### src/rtl/cordic_pkg.sv
// Shared CORDIC definitions: FSM state encoding, mode encoding and binary-angle constants.
// No logic; constants only, so no latency or backpressure.
package cordic_pkg;

    typedef enum logic [1:0] {
        IDLE = 2'd0,
        LOAD = 2'd1,
        RUN  = 2'd2,
        DONE = 2'd3
    } state_t;

    localparam logic MODE_ROT = 1'b0;
    localparam logic MODE_VEC = 1'b1;

    // Binary angle scale: 2^(width-1) represents pi.
    function automatic int ANGLE_PI(input int width);
        return 1 << (width - 1);
    endfunction

    function automatic int ANGLE_HALF_PI(input int width);
        return 1 << (width - 2);
    endfunction

endpackage

### src/rtl/cordic_atan_rom.sv
// Arctangent table atan(2^-i) in WIDTH-bit binary angle units, built at elaboration.
// Combinational lookup, zero latency; no handshake.
module cordic_atan_rom #(
    parameter  int WIDTH = 16,
    parameter  int ITER  = 14,
    localparam int CW    = $clog2(ITER)
) (
    input  logic [CW-1:0]    i,
    output logic [WIDTH-1:0] atan
);

    localparam int DEPTH = 1 << CW;

    // Reference angles with 2^32 = full circle; rescaled with rounding below.
    function automatic logic [31:0] atan_full(input int k);
        case (k)
            0:       return 32'h2000_0000;
            1:       return 32'h12E4_051E;
            2:       return 32'h09FB_385B;
            3:       return 32'h0511_11D4;
            4:       return 32'h028B_0D43;
            5:       return 32'h0145_D7E1;
            6:       return 32'h00A2_F61E;
            7:       return 32'h0051_7C55;
            8:       return 32'h0028_BE53;
            9:       return 32'h0014_5F2F;
            10:      return 32'h000A_2F98;
            11:      return 32'h0005_17CC;
            12:      return 32'h0002_8BE6;
            13:      return 32'h0001_45F3;
            14:      return 32'h0000_A2FA;
            15:      return 32'h0000_517D;
            16:      return 32'h0000_28BE;
            17:      return 32'h0000_145F;
            18:      return 32'h0000_0A30;
            19:      return 32'h0000_0518;
            20:      return 32'h0000_028C;
            21:      return 32'h0000_0146;
            22:      return 32'h0000_00A3;
            23:      return 32'h0000_0051;
            default: return 32'h0000_0000;
        endcase
    endfunction

    function automatic logic [WIDTH-1:0] atan_scaled(input int k);
        logic [32:0] t;
        t = {1'b0, atan_full(k)} + (33'd1 << (31 - WIDTH));
        return t[32-WIDTH +: WIDTH];
    endfunction

    logic [WIDTH-1:0] tab [DEPTH];

    for (genvar g = 0; g < DEPTH; g++) begin : g_tab
        assign tab[g] = (g < ITER) ? atan_scaled(g) : '0;
    end

    assign atan = tab[i];

endmodule

### src/rtl/cordic_engine_param.sv
// Iterative CORDIC (rotation/vectoring) with quadrant pre-correction and saturated outputs.
// done ITER+2 cycles after start is sampled; start is ignored while busy (no queuing).
module cordic_engine_param import cordic_pkg::*; #(
    parameter  int WIDTH = 16,
    parameter  int ITER  = 14,
    localparam int CW    = $clog2(ITER)
) (
    input  logic                    clk,
    input  logic                    reset,
    input  logic                    start,
    input  logic                    mode,
    input  logic signed [WIDTH-1:0] x_in,
    input  logic signed [WIDTH-1:0] y_in,
    input  logic signed [WIDTH-1:0] z_in,
    output logic signed [WIDTH-1:0] x_out,
    output logic signed [WIDTH-1:0] y_out,
    output logic signed [WIDTH-1:0] z_out,
    output logic                    busy,
    output logic                    done,
    output logic [1:0]              state,
    output logic [CW-1:0]           i
);

    // Two guard bits cover the CORDIC gain and negation of the most negative input.
    localparam int XW = WIDTH + 2;

    localparam logic        [WIDTH-1:0] PI_W    = WIDTH'(ANGLE_PI(WIDTH));
    localparam logic signed [WIDTH-1:0] HALF_W  = WIDTH'(ANGLE_HALF_PI(WIDTH));
    localparam logic signed [XW-1:0]    SAT_MAX = XW'(ANGLE_PI(WIDTH) - 1);
    localparam logic signed [XW-1:0]    SAT_MIN = XW'(-ANGLE_PI(WIDTH));

    state_t state_q, state_d;

    logic                    mode_q;
    logic signed [XW-1:0]    x_q, y_q;
    logic signed [WIDTH-1:0] z_q;
    logic [CW-1:0]           i_q;

    logic signed [WIDTH-1:0] atan_i;
    logic signed [XW-1:0]    x_sh, y_sh, x_nxt, y_nxt;
    logic signed [WIDTH-1:0] z_nxt;
    logic                    dir;
    logic                    flip;
    logic                    last;

    cordic_atan_rom #(.WIDTH(WIDTH), .ITER(ITER)) u_rom (
        .i    (i_q),
        .atan (atan_i)
    );

    function automatic logic [WIDTH-1:0] sat(input logic signed [XW-1:0] v);
        if (v > SAT_MAX) return SAT_MAX[WIDTH-1:0];
        if (v < SAT_MIN) return SAT_MIN[WIDTH-1:0];
        return v[WIDTH-1:0];
    endfunction

    assign x_sh = x_q >>> i_q;
    assign y_sh = y_q >>> i_q;
    assign last = (i_q == CW'(ITER - 1));

    // Fold the input into the right half-plane so every angle is within CORDIC range.
    assign flip = (mode_q == MODE_ROT) ? ((z_q > HALF_W) || (z_q < -HALF_W))
                                       : x_q[XW-1];

    always_comb begin
        dir   = (mode_q == MODE_ROT) ? ~z_q[WIDTH-1] : y_q[XW-1];
        x_nxt = x_q + y_sh;
        y_nxt = y_q - x_sh;
        z_nxt = z_q + atan_i;
        if (dir) begin
            x_nxt = x_q - y_sh;
            y_nxt = y_q + x_sh;
            z_nxt = z_q - atan_i;
        end
    end

    always_comb begin
        state_d = state_q;
        busy    = 1'b0;
        done    = 1'b0;
        case (state_q)
            IDLE: if (start) state_d = LOAD;
            LOAD: begin
                busy    = 1'b1;
                state_d = RUN;
            end
            RUN: begin
                busy = 1'b1;
                if (last) state_d = DONE;
            end
            DONE: begin
                done    = 1'b1;
                state_d = start ? LOAD : IDLE;
            end
            default: state_d = IDLE;
        endcase
    end

    always_ff @(posedge clk or negedge reset) begin
        if (!reset) state_q <= IDLE;
        else        state_q <= state_d;
    end

    always_ff @(posedge clk or negedge reset) begin
        if (!reset) begin
            mode_q <= MODE_ROT;
            x_q    <= '0;
            y_q    <= '0;
            z_q    <= '0;
            i_q    <= '0;
            x_out  <= '0;
            y_out  <= '0;
            z_out  <= '0;
        end else begin
            case (state_q)
                IDLE, DONE: begin
                    if (start) begin
                        mode_q <= mode;
                        x_q    <= {{2{x_in[WIDTH-1]}}, x_in};
                        y_q    <= {{2{y_in[WIDTH-1]}}, y_in};
                        z_q    <= z_in;
                    end
                end
                LOAD: begin
                    i_q <= '0;
                    if (flip) begin
                        x_q <= -x_q;
                        y_q <= -y_q;
                        z_q <= z_q + PI_W;
                    end
                end
                RUN: begin
                    x_q <= x_nxt;
                    y_q <= y_nxt;
                    z_q <= z_nxt;
                    if (last) begin
                        i_q   <= '0;
                        x_out <= sat(x_nxt);
                        y_out <= sat(y_nxt);
                        z_out <= z_nxt;
                    end else begin
                        i_q <= i_q + CW'(1);
                    end
                end
                default: ;
            endcase
        end
    end

    assign state = state_q;
    assign i     = i_q;

endmodule

### config.mk
export PLATFORM = sky130hd
export DESIGN_NAME = cordic_engine_param
export DESIGN_NICKNAME = d
export VERILOG_FILES = /design/src/rtl/cordic_pkg.sv /design/src/rtl/cordic_atan_rom.sv /design/src/rtl/cordic_engine_param.sv
export SDC_FILE = /design/constraint.sdc
export NUM_CORES = 1
export LEC_CHECK = 0
export BUFFER_PORTS_ARGS = -buffer_cell sky130_fd_sc_hd__clkbuf_2
export CORE_MARGIN = 1.5
export CORE_UTILIZATION = 55
export CTS_CLUSTER_DIAMETER = 40
export CTS_CLUSTER_SIZE = 14
export DETAILED_ROUTE_END_ITERATION = 10
export PLACE_DENSITY = 0.77
export REMOVE_ABC_BUFFERS = 1
export SETUP_SLACK_MARGIN = 0.2
export SLEW_MARGIN = 20
export SYNTH_ARGS = -nofsm -noshare
export SYNTH_HDL_FRONTEND = slang
export SYNTH_SLANG_ARGS = --single-unit
export TNS_END_PERCENT = 50
### constraint.sdc
create_clock -name clk -period 7.17 [get_ports clk]
set_input_delay 1.0755 -clock clk [delete_from_list [all_inputs] [get_ports clk]]
set_output_delay 1.0755 -clock clk [all_outputs]
set_load 0.02 [all_outputs]
==> out/qor.txt, run 1 <==
largest net degree at the start of global routing -> 72
DR pass1 iterations -> 7
Max Slew Vio Count -> 0
Remaining DRCs -> 0
data required time at the worst endpoint -> 7.39 ns
GRT busiest layer -> met2
CP arrival -> 6.58 ns
die area -> 21100 um^2
total setup buffers inserted after CTS -> 0
minimum clock period -> 6.36 ns
hold crit path type -> register to register
DIE WIDTH -> 145 um
ys flop type -> dfrtp_1
Mapped Avg Cell Area -> 8.28 um^2
Final Hold Viols -> 0
Post-Route Setup TNS -> 0 ns
Seq/Total Area, Yosys -> 24.1%
Initial Util -> 56.6%
WL final -> 32600 um
max_slew headroom -> 35.4%
worst-margin pin slew -> 0.966 ns
Cells after Synth -> 1345
synth cell count leaders -> nand2_1 (149), nor2_1 (135), o21ai_0 (117)
FF+latch count, synth -> 107
fmax -> 157 MHz
gpl congestion -> 0.962
H-tree depth -> 3
terminus of the critical flop-to-flop path -> x_out[4]$_DFFE_PN0P_
Area contributors post-synth -> dfrtp_1 (24%), mux4_2 (8.1%), ha_1 (7.3%)
ANT cells -> 0
max-cap check violation count -> 0
Bufs on Longest Clock Path -> 2
die height -> 145 um
Multi-input gate area -> 7910 um^2
Hold Path Origin -> z_out[0]$_DFFE_PN0P_
IO Pins -> 108
Via density -> 6.42
hold-critical path endpoint -> z_out[0]$_DFFE_PN0P_
FF/Latch Area -> 2680 um^2
Setup crit end kind -> register
Global Route Usage Sum -> 30.8%
Post-synth EDFFs -> 0
TritonCTS clock tree -> done
Synth cell types -> 84
Num CTS Buffers -> 9
share of the synthesized area in the top cell type -> 24.1%
CP Launch Type -> register
initial detailed-routing violation count -> 963
worst-path fanout max -> 33
r2r setup slk -> 0.81 ns
R2R depth -> 18
most numerous cell in the Yosys netlist -> nand2_1
fin nets -> 1511
number of global-route vias before repair -> 10100
routed len/inst -> 19.6 um
Filler cells -> 1776
final worst-path cycle share -> 88.7%
RSZ-0062 raised after global routing -> no
final setup fails -> 0
first-pass GRT wire length -> 53000 um
clock root buffer -> clkbuf_16
GR Layer Usage met1 -> 42.9%
layout cells sized above 1 -> 17.0%
met3 usage -> 3.46%
Post-DRT Antenna Nets -> 0
Clock Latency Late Sink -> 0.37 ns
Post-synth ARST share -> 100%
critical path type -> register to register
Reg clk slew, reported paths -> 0.08 ns
Yosys top cell by area -> dfrtp_1
Row Count -> 51
Detail Placement HPWL -> 23400 um
mapped cell area -> 11100 um^2
met2 GRT Util -> 49.9%
number of port buffers -> 107
yosys warns -> 0
Crit Reg-Reg Startpoint -> i[0]$_DFFE_PN0N_
clk sinks -> 107
Hold Path Depth -> 2
P&R area growth vs syn -> 8.67%
core area -> 19700 um^2
DR vias -> 10700
outcome -> finished, final reports clean
initial antenna violation count -> 0
GR Overflow Total -> 0
Worst Skew -> 0.0127 ns
==> cell usage in the layout (no fill, tap or decap), types with 16 or more instances in the layout <==
| cell | instances |
|---|---|
| dfrtp_1 | 105 |
| o31ai_1 | 16 |
| o21ai_0 | 117 |
| inv_1 | 40 |
| xnor2_1 | 61 |
| nor3_1 | 31 |
| clkbuf_2 | 106 |
| mux2_2 | 24 |
| a31oi_1 | 16 |
| or3_1 | 18 |
| o22ai_1 | 22 |
| nand3_1 | 20 |
| a21o_1 | 18 |
| a21oi_1 | 81 |
| nand2_1 | 149 |
| mux4_2 | 40 |
| mux2i_1 | 25 |
| nand2b_1 | 17 |
| ha_1 | 64 |
| nor2_1 | 133 |
| buf_4 | 23 |
| xor2_1 | 36 |
==> sequential cells by signal, summed over array words and instances, names as in the netlist <==
signal / cells
x_q: 18
y_q: 18
x_out: 16
y_out: 16
z_out: 16
z_q: 16
i: 4
state: 2
mode_q: 1
==> through the flow <==
step | hold slack (ns) | worst slack (ns) | std cells | utilization, % | instance area, um^2
after floorplan | 0.472 | 0.492 | 1251 | - | 10700
after global placement | 0.457 | 1.05 | 1645 | 59.9 | 11800
after detailed placement | 0.469 | 0.903 | 1645 | 59.9 | 11800
after CTS | 0.487 | 0.832 | 1660 | 61.5 | 12100
after global routing | 0.504 | 0.245 | 1660 | 61.6 | 12100
final | 0.478 | 0.808 | 1660 | 61.6 | 12100
==> timing repair <==
action                                 CTS  global route
setup endpoints to repair                0             1
endpoints found under the hold margin    0             0
gates resized for setup                  0             1
hold buffers                             0             0
==> logic make-up after synthesis <==
family                   Yosys count  synth area share (%)
XOR/XNOR                          99                  7.98
flip-flops                       107                  24.1
AO/OA/AOI/OAI                    407                  24.0
adder cells (fa/ha/maj)           68                  7.84
multiplexers                      89                  12.8
buffers and inverters            137                  5.17
AND/OR/NAND/NOR                  438                  18.2
==> layout make-up <==
type	instances	share of cell area, %
clock buffer	9	1.86
sequential	107	22.2
timing repair buffer	129	5.81
clock inverter	6	0.734
tap	265	2.74
inverter	43	1.33
multi-input combinational	1101	65.3
==> worst max-delay path by stage <==
stage                           from              endpoint  slack (ns)  depth (start not counted)
global route        i[0]$_DFFE_PN0N_  x_out[4]$_DFFE_PN0P_        0.24                         18
floorplan           i[0]$_DFFE_PN0N_  x_out[0]$_DFFE_PN0P_        0.49                         18
detailed placement  i[1]$_DFFE_PN0N_  x_out[4]$_DFFE_PN0P_        0.90                         18
CTS                 i[1]$_DFFE_PN0N_  x_out[4]$_DFFE_PN0P_        0.83                         18
finish              i[0]$_DFFE_PN0N_  x_out[4]$_DFFE_PN0P_        0.81                         18
global placement    i[1]$_DFFE_PN0N_  x_out[2]$_DFFE_PN0P_        1.05                         18
==> metal layers <==
metal	share of wire (%)	vias up	wire, um
li1	-	5034	-
met1	44	5102	14300
met2	47	457	15300
met3	6.7	62	2190
met4	2.4	0	786
met5	0	-	0
==> worst max-delay path, stage by stage (launching register included) <==
cell,delay [ns]
dfrtp_2,0.90
buf_4,0.34
mux4_2,0.55
mux4_2,0.52
nor3b_1,0.40
nand4_1,0.17
or3_1,0.36
nor3_1,0.34
nor2_1,0.10
xor2_1,0.16
ha_1,0.36
nand4_1,0.14
nor2_1,0.07
nor4_1,0.41
o31ai_1,0.14
xnor3_1,0.42
o21ai_0,0.12
and2_1,0.52
o22ai_1,0.19
Power of run 1 is not shown: default switching activity piles up to over one toggle a cycle in this logic, so the estimate is an artifact.
==> inputs of run 2 (changes only) <==
Clock period 7.17 ns to 7.8 ns, I/O delays scaled along.
==> run 2 against run 1 <==
Cell area is 0.15% lower. Setup slack better by 0.30 ns. Count of clock-buffer cells in the layout is 1 higher. Utilization is 0.089 points lower. Non-clock buffer count is 5 lower. Global-route usage is 0.49 points lower. Sequential share of layout area hardly changed. First-iteration DRC count is 6.7% lower. Via count is 0.31% lower. Clock skew is 0.0047 ns lower. Critical path type unchanged. Largest cell class unchanged.
==> out/qor.txt, run 2 (synthesis results as in run 1) <==
outcome -> finished, final reports clean
first-pass GRT wire length -> 52500 um
minimum clock period -> 6.69 ns
max-cap check violation count -> 0
CP arrival -> 6.91 ns
gpl congestion -> 0.943
Setup crit end kind -> register
data required time at the worst endpoint -> 8.02 ns
Critical Path Max Stage Delay -> 1.06 ns
GR Overflow Total -> 0
initial detailed-routing violation count -> 898
layout cells sized above 1 -> 16.7%
Post-DRT Antenna Nets -> 0
H-tree depth -> 3
die area -> 21100 um^2
fin nets -> 1506
clock root buffer -> clkbuf_16
Bufs on Longest Clock Path -> 2
commonest non-fill, non-tap cells in the layout -> nand2_1 (149), nor2_1 (134), o21ai_0 (117)
Final Instance Area -> 12100 um^2
hold_buf cts -> 0
commonest non-fill, non-tap cell in the layout -> nand2_1
Multi-input gate area -> 7900 um^2
max_slew headroom -> 27.5%
Final Hold Viols -> 0
IO Pins -> 108
final worst-path cycle share -> 85.8%
RSZ-0062 raised after global routing -> no
initial antenna violation count -> 0
Buf/Inv on CP -> 1
fmax -> 150 MHz
Largest regs -> x_q x18, y_q x18
Filler cells -> 1817
Worst Skew -> 0.00804 ns
Top delay family on crit path -> simple AND/OR/NAND/NOR gates
critical path type -> register to register
largest net degree at the start of global routing -> 72
hold crit path type -> register to register
Detail Placement HPWL -> 23200 um
Global Route Usage Sum -> 30.3%
P&R area growth vs syn -> 8.51%
number of global-route vias before repair -> 10100
Clock Latency Late Sink -> 0.37 ns
worst-margin pin slew -> 1.06 ns
Reg clk slew, reported paths -> 0.08 ns
DIE WIDTH -> 145 um
CP Cell Sequence -> buf_4 -> mux4_2 -> mux4_2 -> nor3b_1 -> nand4_1 -> or3_1 -> nor3_1 -> nor2_1 -> xor2_1 -> ha_1 -> nand4_1 -> a21oi_1 -> nor4_1 -> o31ai_1 -> xnor3_1 -> o21ai_0 -> and2_1 -> o22ai_1
clk sinks -> 107
Via density -> 6.41
Row Count -> 51
slowest CP cell -> dfrtp_2
Max Slew Vio Count -> 0
core area -> 19700 um^2
DP Area -> 11700 um^2
Remaining DRCs -> 0
routed len/inst -> 19.2 um
TritonCTS clock tree -> done
number of port buffers -> 107
ANT cells -> 0
Initial Util -> 56.6%
Post-Route Setup TNS -> 0 ns
Num CTS Buffers -> 9
worst-path fanout max -> 49
final setup fails -> 0
DR pass1 iterations -> 8
post-CTS sizing -> 0
FF/Latch Area -> 2680 um^2
die height -> 145 um
DR vias -> 10600
total setup buffers inserted after CTS -> 0
CP Launch Type -> register
WL final -> 31900 um
[run 2: tightest hold or removal path, delay by kind of cell (launching register included)]
kind | cells | cell delay [ns]
flops | 1 | 0.35
simple gates | 2 | 0.10
[run 2: stage by stage]
stage	setup slack (ns)	cells	hold WS (ns)	util (%)
after floorplan	1.12	1251	0.472	-
after global placement	1.39	1640	0.457	59.7
after detailed placement	1.17	1640	0.463	59.7
after CTS	1.12	1656	0.482	61.5
after global routing	0.608	1656	0.514	61.5
final	1.11	1656	0.477	61.5
[run 2: path summary, 6_finish.rpt]
kind | start | to | slack, ns | cells after the start
max | i[1]$_DFFE_PN0N_ | x_out[5]$_DFFE_PN0P_ | 1.11 | 18
min | z_out[12]$_DFFE_PN0P_ | z_out[12]$_DFFE_PN0P_ | 0.48 | 2
max reg2reg | i[1]$_DFFE_PN0N_ | x_out[5]$_DFFE_PN0P_ | 1.11 | 18
min reg2reg | z_out[12]$_DFFE_PN0P_ | z_out[12]$_DFFE_PN0P_ | 0.48 | 2
max in group asynchronous | reset | i[0]$_DFFE_PN0N_ | 5.74 | 2
min in group asynchronous | reset | z_out[9]$_DFFE_PN0P_ | 0.83 | 1
[run 2: metal layers]
metal	global-route usage [%]	vias up	routed length [um]
met2	50.0	447	14900
li1	-	5028	-
met5	0	-	0
met4	9.90	0	818
met3	3.96	58	2170
met1	41.1	5089	13900
[run 2: final cells by class]
type | count | area share, %
flip-flops and latches | 107 | 22.2
inverters | 43 | 1.34
multi-input cells | 1101 | 65.4
well taps | 265 | 2.74
clock inverters | 6 | 0.808
repair buffers | 124 | 5.51
clock buffers | 10 | 1.98
Power of run 2 is left out for the same reason.
